$ cat src/rtl/psi_seq_ctrl_if.sv
// Valid/ready element stream that carries each party's ascending array into psi_seq_ctrl.
interface psi_seq_ctrl_if #(
  parameter int unsigned W = 16
) ();
  logic         in_valid;
  logic         in_ready;
  logic [W-1:0] in_data;

  modport master (output in_valid, output in_data, input in_ready);
  modport slave  (input in_valid, input in_data, output in_ready);
endinterface

$ cat src/rtl/psi_seq_ctrl.sv
// Sequential multi-party PSI: parties stream in one at a time and a two-pointer merge shrinks an
// in-place accumulator. Define PSI_ORDER_CHECK_EN to build the sticky ordering-violation flag.
module psi_seq_ctrl #(
  parameter int unsigned W = 16,
  parameter int unsigned K = 16,
  parameter int unsigned N = 4
) (
  input  logic                   clk,
  input  logic                   rst,
  input  logic                   start,
  psi_seq_ctrl_if.slave          stream,
  output logic [W*K-1:0]         o,
  output logic [$clog2(K+1)-1:0] o_count,
  output logic                   busy,
  output logic                   done,
  output logic                   err
);
  localparam int unsigned CW = $clog2(K+1);
  localparam int unsigned PW = $clog2(N+1);
  localparam logic [CW-1:0] KCnt = CW'(K);
  localparam logic [PW-1:0] LastParty = PW'(N-1);

  typedef enum logic [2:0] {StIdle, StLoad, StMerge, StNext, StDone} state_e;

  state_e         state_q, state_d;
  logic [W-1:0]   acc_q [K];
  logic [CW-1:0]  acc_cnt_q, acc_cnt_d;
  logic [CW-1:0]  i_q, i_d, wp_q, wp_d, rx_q, rx_d;
  logic [PW-1:0]  party_q, party_d;
  logic [W-1:0]   x_q, x_d;
  logic           x_full_q, x_full_d;
  logic           acc_we;
  logic [W-1:0]   acc_wdata;
  logic [W-1:0]   acc_i;
  logic           i_valid;
  logic           consume;
  logic           ready;

  always_comb begin
    acc_i = '0;
    for (int j = 0; j < K; j++) begin
      if (i_q == CW'(j)) acc_i = acc_q[j];
    end
  end

  assign i_valid = i_q < acc_cnt_q;

  always_comb begin
    state_d   = state_q;
    acc_cnt_d = acc_cnt_q;
    i_d       = i_q;
    wp_d      = wp_q;
    rx_d      = rx_q;
    party_d   = party_q;
    x_d       = x_q;
    x_full_d  = x_full_q;
    acc_we    = 1'b0;
    acc_wdata = stream.in_data;
    consume   = 1'b0;
    ready     = 1'b0;
    unique case (state_q)
      StIdle, StDone: begin
        if (start) begin
          state_d  = StLoad;
          rx_d     = '0;
          wp_d     = '0;
          i_d      = '0;
          party_d  = '0;
          x_full_d = 1'b0;
        end
      end
      StLoad: begin
        ready = 1'b1;
        if (stream.in_valid) begin
          acc_we = 1'b1;
          wp_d   = wp_q + CW'(1);
          rx_d   = rx_q + CW'(1);
          if (rx_q + CW'(1) == KCnt) state_d = StNext;
        end
      end
      StMerge: begin
        if (x_full_q) begin
          if (i_valid && acc_i < x_q) begin
            i_d = i_q + CW'(1);
          end else begin
            consume = 1'b1;
            if (i_valid && acc_i == x_q) begin
              acc_we    = 1'b1;
              acc_wdata = x_q;
              wp_d      = wp_q + CW'(1);
              i_d       = i_q + CW'(1);
            end
          end
        end
        // Gate on rx so the next party's first beat is never taken early.
        ready = (rx_q != KCnt) && (!x_full_q || consume);
        if (ready && stream.in_valid) begin
          x_d      = stream.in_data;
          x_full_d = 1'b1;
          rx_d     = rx_q + CW'(1);
        end else if (consume) begin
          x_full_d = 1'b0;
        end
        if (rx_q == KCnt && (!x_full_q || consume)) state_d = StNext;
      end
      StNext: begin
        acc_cnt_d = wp_q;
        party_d   = party_q + PW'(1);
        i_d       = '0;
        wp_d      = '0;
        rx_d      = '0;
        state_d   = (party_q == LastParty) ? StDone : StMerge;
      end
      default: state_d = StIdle;
    endcase
  end

  always_ff @(posedge clk) begin
    if (rst) begin
      state_q   <= StIdle;
      acc_cnt_q <= '0;
      i_q       <= '0;
      wp_q      <= '0;
      rx_q      <= '0;
      party_q   <= '0;
      x_q       <= '0;
      x_full_q  <= 1'b0;
    end else begin
      state_q   <= state_d;
      acc_cnt_q <= acc_cnt_d;
      i_q       <= i_d;
      wp_q      <= wp_d;
      rx_q      <= rx_d;
      party_q   <= party_d;
      x_q       <= x_d;
      x_full_q  <= x_full_d;
    end
  end

  // wp never passes i, so in-place writes only ever hit already-consumed entries.
  always_ff @(posedge clk) begin
    if (acc_we) begin
      for (int j = 0; j < K; j++) begin
        if (wp_q == CW'(j)) acc_q[j] <= acc_wdata;
      end
    end
  end

`ifdef PSI_ORDER_CHECK_EN
  logic         beat;
  logic [W-1:0] last_q;
  logic         err_q;

  assign beat = stream.in_valid & ready;

  always_ff @(posedge clk) begin
    if (rst) begin
      last_q <= '0;
      err_q  <= 1'b0;
    end else if (start && (state_q == StIdle || state_q == StDone)) begin
      err_q <= 1'b0;
    end else if (beat) begin
      last_q <= stream.in_data;
      if (rx_q != '0 && stream.in_data <= last_q) err_q <= 1'b1;
    end
  end

  assign err = err_q;
`else
  assign err = 1'b0;
`endif

  always_comb begin
    o = '0;
    for (int j = 0; j < K; j++) begin
      if (CW'(j) < acc_cnt_q) o[W*j +: W] = acc_q[j];
    end
  end

  assign o_count         = acc_cnt_q;
  assign stream.in_ready = ready;
  assign busy            = (state_q == StLoad) || (state_q == StMerge) || (state_q == StNext);
  assign done            = (state_q == StDone);
endmodule
$ cat src/flat_wrapper.sv
// flat-port wrapper written by rule: the top's interface ports become plain ports
module psi_seq_ctrl_flat 
#(
  parameter int unsigned W = 16,
  parameter int unsigned K = 16,
  parameter int unsigned N = 4
)
  (clk, rst, start, o, o_count, busy, done, err, stream_in_valid, stream_in_data, stream_in_ready);
  psi_seq_ctrl_if #(.W(W)) stream_i ();
  input  logic clk;
  input  logic rst;
  input  logic start;
  output logic [W*K-1:0] o;
  output logic [$clog2(K+1)-1:0] o_count;
  output logic busy;
  output logic done;
  output logic err;
  input wire logic [$bits(stream_i.in_valid)-1:0] stream_in_valid;
  input wire logic [$bits(stream_i.in_data)-1:0] stream_in_data;
  output wire logic [$bits(stream_i.in_ready)-1:0] stream_in_ready;
  assign stream_i.in_valid = stream_in_valid;
  assign stream_i.in_data = stream_in_data;
  assign stream_in_ready = stream_i.in_ready;
  psi_seq_ctrl #(.W(W), .K(K), .N(N)) u_core (.clk(clk), .rst(rst), .start(start), .stream(stream_i), .o(o), .o_count(o_count), .busy(busy), .done(done), .err(err));
endmodule
$ cat config.mk
export PLATFORM = sky130hd
export DESIGN_NAME = psi_seq_ctrl_flat
export DESIGN_NICKNAME = d
export VERILOG_FILES = /design/src/rtl/psi_seq_ctrl_if.sv /design/src/rtl/psi_seq_ctrl.sv /design/src/flat_wrapper.sv
export SDC_FILE = /design/constraint.sdc
export NUM_CORES = 1
export LEC_CHECK = 0
export BUFFER_PORTS_ARGS = -buffer_cell sky130_fd_sc_hd__clkbuf_2
export CELL_PAD_IN_SITES_DETAIL_PLACEMENT = 1
export CELL_PAD_IN_SITES_GLOBAL_PLACEMENT = 2
export CORE_ASPECT_RATIO = 2
export CORE_MARGIN = 3
export CORE_UTILIZATION = 33
export DETAILED_ROUTE_END_ITERATION = 6
export GPL_ROUTABILITY_DRIVEN = 0
export PLACE_DENSITY = 0.79
export SLEW_MARGIN = 0
export SYNTH_ARGS = -nofsm -noshare
export SYNTH_HDL_FRONTEND = slang
export SYNTH_SLANG_ARGS = --single-unit
$ cat constraint.sdc
create_clock -name clk -period 5.7 [get_ports clk]
set_input_delay 0.285 -clock clk [delete_from_list [all_inputs] [get_ports clk]]
set_output_delay 0.285 -clock clk [all_outputs]
set_load 0.05 [all_outputs]
Yosys cells after proc, flatten, opt, wreduce, memory -nomap -nowiden --
Memory sizes are Yosys's and may differ from the RTL's. Cells that the tools add are included.
Word-level totals: latch bits 0, register bits 43, logic and storage cells 282, bits in read-only memories 0, output and inout port bits 265, bits of input ports 20, memories kept 1, RAM bits 256
Operators by class: $add $sub $neg 4, bitwise gates (word level) 0, mux-type cells 163, multiply operators 0, magnitude comparators 18, reductions and logical operators 39, divide/modulo/power cells 0, equality and inequality tests 49, shift-type cells 0
Memory list:
- u_core.acc_q | words 16, bits a word 16, read ports 16, clocked after Yosys merged registers in 0, write ports 1, RTL line psi_seq_ctrl.sv:26 | logic [W-1:0] acc_q [K];
Operators by type and width (number):
- $mux 16 | 51
- $reduce_or 16->1 | 15
- $eq 5x4->1 const B | 16
- $mux 1 | 73
- $mux 4 | 15
- $mux 5 | 10
- $eq 5x3->1 const B | 8
- $lt 4x5->1 const A | 8
- $pmux 5 s4 | 2
- $eq 5x2->1 const B | 4
- $lt 3x5->1 const A | 4
- $mux 3 | 6
- $eq 16x16->1 | 1
- $lt 16x16->1 | 1
- $add 5x1->5 const B | 3
- $pmux 5 s3 | 1
- $pmux 3 s4 | 1
- $reduce_and 4->1 | 3
- $eq 5x1->1 const B | 2
- $eq 5x5->1 const B | 2
- $logic_not 5->1 | 2
- $lt 1x5->1 const A | 2
- $lt 2x5->1 const A | 2
- $ne 2x1->1 const B | 5
- other kinds (21) | 36

Logic depth before layout (Yosys ltp) --
depth after elaboration 41, mapped depth 19, depth with buffers taken out 15

Worst setup path before layout --
No wires, ideal clock.
path type register -> register, start reg u_core.i_q[0], end mem u_core.acc_q[0][0] (enable), arrival 5398 ps, path buffers 5, library setup time 409 ps, required time 5291 ps, cell stages (with the launch flop) 18, slack -107 ps, path through dfxtp_1 > ha_1 > clkbuf_1 > clkbuf_1 > clkbuf_1 > and3_1 > ha_1 > clkbuf_1 > clkbuf_1 > a21oi_1 > a221o_1 > ha_1 > nand4_1 > a211oi_2 > o311ai_4 > a2111oi_4 > nor2_4 > nor3_1
Between the ends: cells in the longest elaborated chain, start to end 41
Ends and longest elaborated chain:
- start, declared | RTL line psi_seq_ctrl.sv:28 | logic [CW-1:0] i_q, i_d, wp_q, wp_d, rx_q, rx_d;
- start signal, assigned | RTL line psi_seq_ctrl.sv:131 | i_q <= i_d;
- parallel branches: the longest is 20 deep, another holds $mux 16
- $mux 1 * | RTL line psi_seq_ctrl.sv:83 | if (i_valid && acc_i < x_q) begin
- $mux 1 * | RTL line psi_seq_ctrl.sv:82 | if (x_full_q) begin
- $pmux 1 s2 * | RTL line psi_seq_ctrl.sv:61 | unique case (state_q)
- $mux 1 | RTL line psi_seq_ctrl.sv:142 | if (acc_we) begin
- $mux 1 (not written as such) | RTL line psi_seq_ctrl.sv:144 | if (wp_q == CW'(j)) acc_q[j] <= acc_wdata;
- $reduce_or 16->1 (no source line)
- $mux 4 (no source line) / $mux 1 (equally long branches) (15 in a row)
- end, declared | RTL line psi_seq_ctrl.sv:26
Mark *: on every way between the ends.

Final worst setup path --
start reg u_core.i_q[4], end out stream_in_ready
Between the ends: cells in the longest elaborated chain, start to end 25
Ends and longest elaborated chain:
- $logic_not 5->1 | RTL line psi_seq_ctrl.sv:42 | if (i_q == CW'(j)) acc_i = acc_q[j];
- $mux 16 (16 in a row) | RTL line psi_seq_ctrl.sv:42
- $lt 16x16->1 | RTL line psi_seq_ctrl.sv:83
- $logic_and 1x1->1 * | RTL line psi_seq_ctrl.sv:83
- $mux 1 * | RTL line psi_seq_ctrl.sv:83
- $mux 1 * | RTL line psi_seq_ctrl.sv:82
- $mux 1 * | RTL line psi_seq_ctrl.sv:61
- $logic_or 1x1->1 * | RTL line psi_seq_ctrl.sv:96 | ready = (rx_q != KCnt) && (!x_full_q || consume);
- $logic_and 1x1->1 * | RTL line psi_seq_ctrl.sv:96
- $pmux 1 s2 * | RTL line psi_seq_ctrl.sv:61
- end, declared | RTL line flat_wrapper.sv:20 | output wire logic [$bits(stream_i.in_ready)-1:0] stream_in_ready;
Every way passes the cells marked *; elsewhere a longest branch is shown, timed or not. The select of a mux whose other input is x is not followed.

==> results.toml <==
[layout]
drive_above_1_share_pct = 27.2
final_cells = 2409
num-fill-cells = 5163
nets = 1819
syn2layout_area_growth_pct = 25.8
fin_util_pct = 42.2

[drt]
vias_per_cell = 5.58
vias = 13400
drc = 0
dr.pass1.iters = 5
avgRoutedWirePerCell_um = 28.9
totalWireLength_um = 69600
drtAntennaViolNets = 0
drt_iter0_markers = 1055

[cts]
htreeDepth = 1
cts_buffers = 28
cts-root-buf = "clkbuf_16"
clk_latency_ns = 0.58
clk_pin_slew_ns = 0.07
clockBufferDepth = 3
cts_num_sinks = 299
cts_tree = "built"

[worst_setup_path]
cp_top_family = "compound AO/OA/AOI/OAI gates"
cp_slowest_cell = "a2111oi_0"
r2r_start = "u_core.i_q[4]"
end_kind = "output pin"
ff2ff_setup_slack_ns = 0.37
crit_required_ns = 5.41
worst-path-stages = 17
startpoint_type = "flip-flop"
endpoint = "stream_in_ready"
worst-path-max-fanout = 13
crit_type = "reg -> out"
cp-startpoint = "u_core.i_q[4]"
r2r_cells = 16
max_stage_delay_ns = 0.72
crit_chain = "buf_4 -> nor3_1 -> buf_4 -> and2_1 -> a21oi_1 -> a2111oi_0 -> o21ai_0 -> a21oi_1 -> ha_1 -> nand4_1 -> a211oi_2 -> o311ai_4 -> buf_4 -> nand3_1 -> a21oi_1 -> nor2_1 -> clkbuf_2"
reg2reg_to = "u_core.acc_q[1][20]"
critPathBufInv = 4
arrival_ns = 5.07

[yosys]
synth_area_um2 = 15400
synth.most_common_cell = "edfxtp_1"
yosysSeqAreaShare_pct = 55.5
synth_top_flop_cell = "edfxtp_1"
yosys.area.top_type_share_pct = 49.9
ys_types = 74
synth_top_cell_by_area = "edfxtp_1"
yosys_warnings = 0
synth_edf_count = 256
synth_cells = 1432
synth.avg_cell_area_um2 = 10.8
synthArstFlopShare_pct = 0
ys_top_cells_by_count = "256 x edfxtp_1, 150 x nor2b_1, 115 x and2_1, 102 x nand2_1, 86 x nor2_1"
ys_ff_latch = 299
postSynthNetCount = 1486
yosys-top-cells-area = "edfxtp_1 50%, nor2b_1 6.1%, dfxtp_1 5.6%, and2_1 4.7%, ha_1 2.8%"

[sta]
slew_viol_final = 0
setup_viol_count_final = 0
max_freq_mhz = 187
rsz0062_at_grt = "false"
period_share_pct = 94.0
fin_tns_setup_ns = 0
worst_pin_slew_ns = 0.797
finalClockSkew_ns = 0.0295
hold_violations = 0
max_slew_margin_pct = 46.7
fin_crit_ns = 5.36
holdWs_ns = 0.0153

[global_routing]
track_usage_pct = 27.1
gr-usage-met2_pct = 52.0
grt_antenna_before_repair = 1
grt_max_degree = 51
overflow = 0
grt_pass1_vias = 14600
grt_use_met3_pct = 3.37
busiest_layer = "met2"
grt_pass1_wl_um = 99300
use_met1_pct = 27.0

[placed_design]
place_inst = 2343
io_buffers = 283
dp.final_hpwl_um = 55800

[power_and_ir_drop]
power.density_nw_per_um2 = 235
peakVddDrop_mv = 0.192
leakage_nw = 7.28

[worst_hold_path]
hold_class = "in -> reg"
worstHoldStart = "stream_in_data[1]"

[floorplanning]
io_pins = 285
die_width_um = 159
initial_core_util_pct = 33.5
die_y_um = 312
core_um2 = 46000
placementRows = 111
dieArea_um2 = 49500

[status]
status = "finished, final reports clean"

[run]
drv_cap = 0
cells by family (layout without fill, tap and decap cells):
logic type	after synthesis	after routing	share of synthesized area, %
simple gates	629	629	22.9
compound gates	300	300	12.6
flops	299	299	55.5
buf+inv	131	486	3.39
mux	38	38	2.82
fa+ha+maj	34	34	2.76
other cells	1	2	0.0243
worst reg2reg max path: stages, from the launching register on:
cell and delay, ns:
dfxtp_1 0.41, buf_4 0.25, nor3_1 0.29, buf_4 0.23, and2_1 0.27, a21oi_1 0.11, a2111oi_0 0.72, o21ai_0 0.29
a21oi_1 0.23, ha_1 0.20, nand4_1 0.18, nor4_1 0.35, buf_4 0.19, inv_1 0.06, a2111oi_4 0.30, buf_4 0.35
mux2_2 0.55
cell usage in the layout (no fill, tap or decap), types with 5 or more instances in the layout:
cell	instances
nand4_1	9
nor3b_1	6
a211oi_1	10
clkbuf_16	28
nor2b_1	150
o31ai_1	7
nand3_1	36
a221oi_1	17
nor3_1	22
mux2i_1	22
inv_1	44
a31oi_1	5
and3_1	17
buf_12	18
a21oi_1	80
mux2_4	9
clkinv_2	5
o221ai_1	9
o21ai_0	84
nand2b_1	20
nor2_1	86
or3_1	10
clkbuf_2	283
buf_4	76
nand3b_1	7
and2_1	114
dlygate4sd3_1	13
dfxtp_1	42
nand2_1	102
o211ai_1	9
a21o_1	5
a22oi_1	14
mux2_2	7
edfxtp_1	256
nor3_2	16
ha_1	32
o22ai_1	11
flip-flops by register name (all words and copies together), names as in the netlist:
| name | count |
|---|---|
| u_core.wp_q | 5 |
| u_core.i_q | 5 |
| u_core.x_full_q | 1 |
| u_core.rx_q | 5 |
| u_core.party_q | 3 |
| u_core.state_q | 3 |
| u_core.acc_q | 256 |
| u_core.o_count | 5 |
| u_core.x_q | 16 |
through the flow:
| stage | instance area [um2] | setup WS [ns] | power, mW |
|---|---|---|---|
| after floorplan | 15400 | -0.107 | 2.51 |
| after global placement | 18300 | 0.421 | 2.57 |
| after detailed placement | 18300 | 0.344 | 2.58 |
| after CTS | 19400 | 0.0458 | 4.58 |
| after global routing | 19400 | 0.0397 | 4.68 |
| final | 19400 | 0.342 | 4.56 |
power by group:
group          internal, mW  switching, mW
clock network          1.12          0.908
registers              2.38        0.00629
logic                0.0468          0.106
worst min path at each step:
| stage | slack, ns | depth (start not counted) | endpoint |
|---|---|---|---|
| after floorplan | 0.43 | 2 | u_core.x_q[0] |
| after global placement | 0.46 | 2 | u_core.party_q[2] |
| after detailed placement | 0.48 | 2 | u_core.o_count[4] |
| after CTS | 0.01 | 3 | u_core.x_q[1] |
| after global routing | 0.03 | 3 | u_core.x_q[1] |
| final | 0.02 | 3 | u_core.x_q[1] |
layer usage:
layer	part of all wire, %	wire [um]
met1	33	22700
met3	5.3	3660
met5	0	0
met4	8.0	5560
met2	54	37600
cell type report:
cell class	instances	area, um2	share of cell area [%]
sequential	299	8550	44.1
multi-input combinational	1002	6440	33.2
timing repair buffer	390	2480	12.8
tap	621	777	4.01
clock buffer	30	718	3.70
clock inverter	22	256	1.32
inverter	44	165	0.852
antenna	1	2.50	0.0129
repair_timing:
item / 4_1_cts / 5_1_grt
pin swaps: 0 / 0
resized for setup: 1 / 6
setup buffers: 0 / 0
endpoints found under the hold margin: 13 / 0
gates cloned: 0 / 0
hold buffers: 13 / 0
endpoints found under the setup margin: 1 / 102
Power figures use the tool's default switching activity.
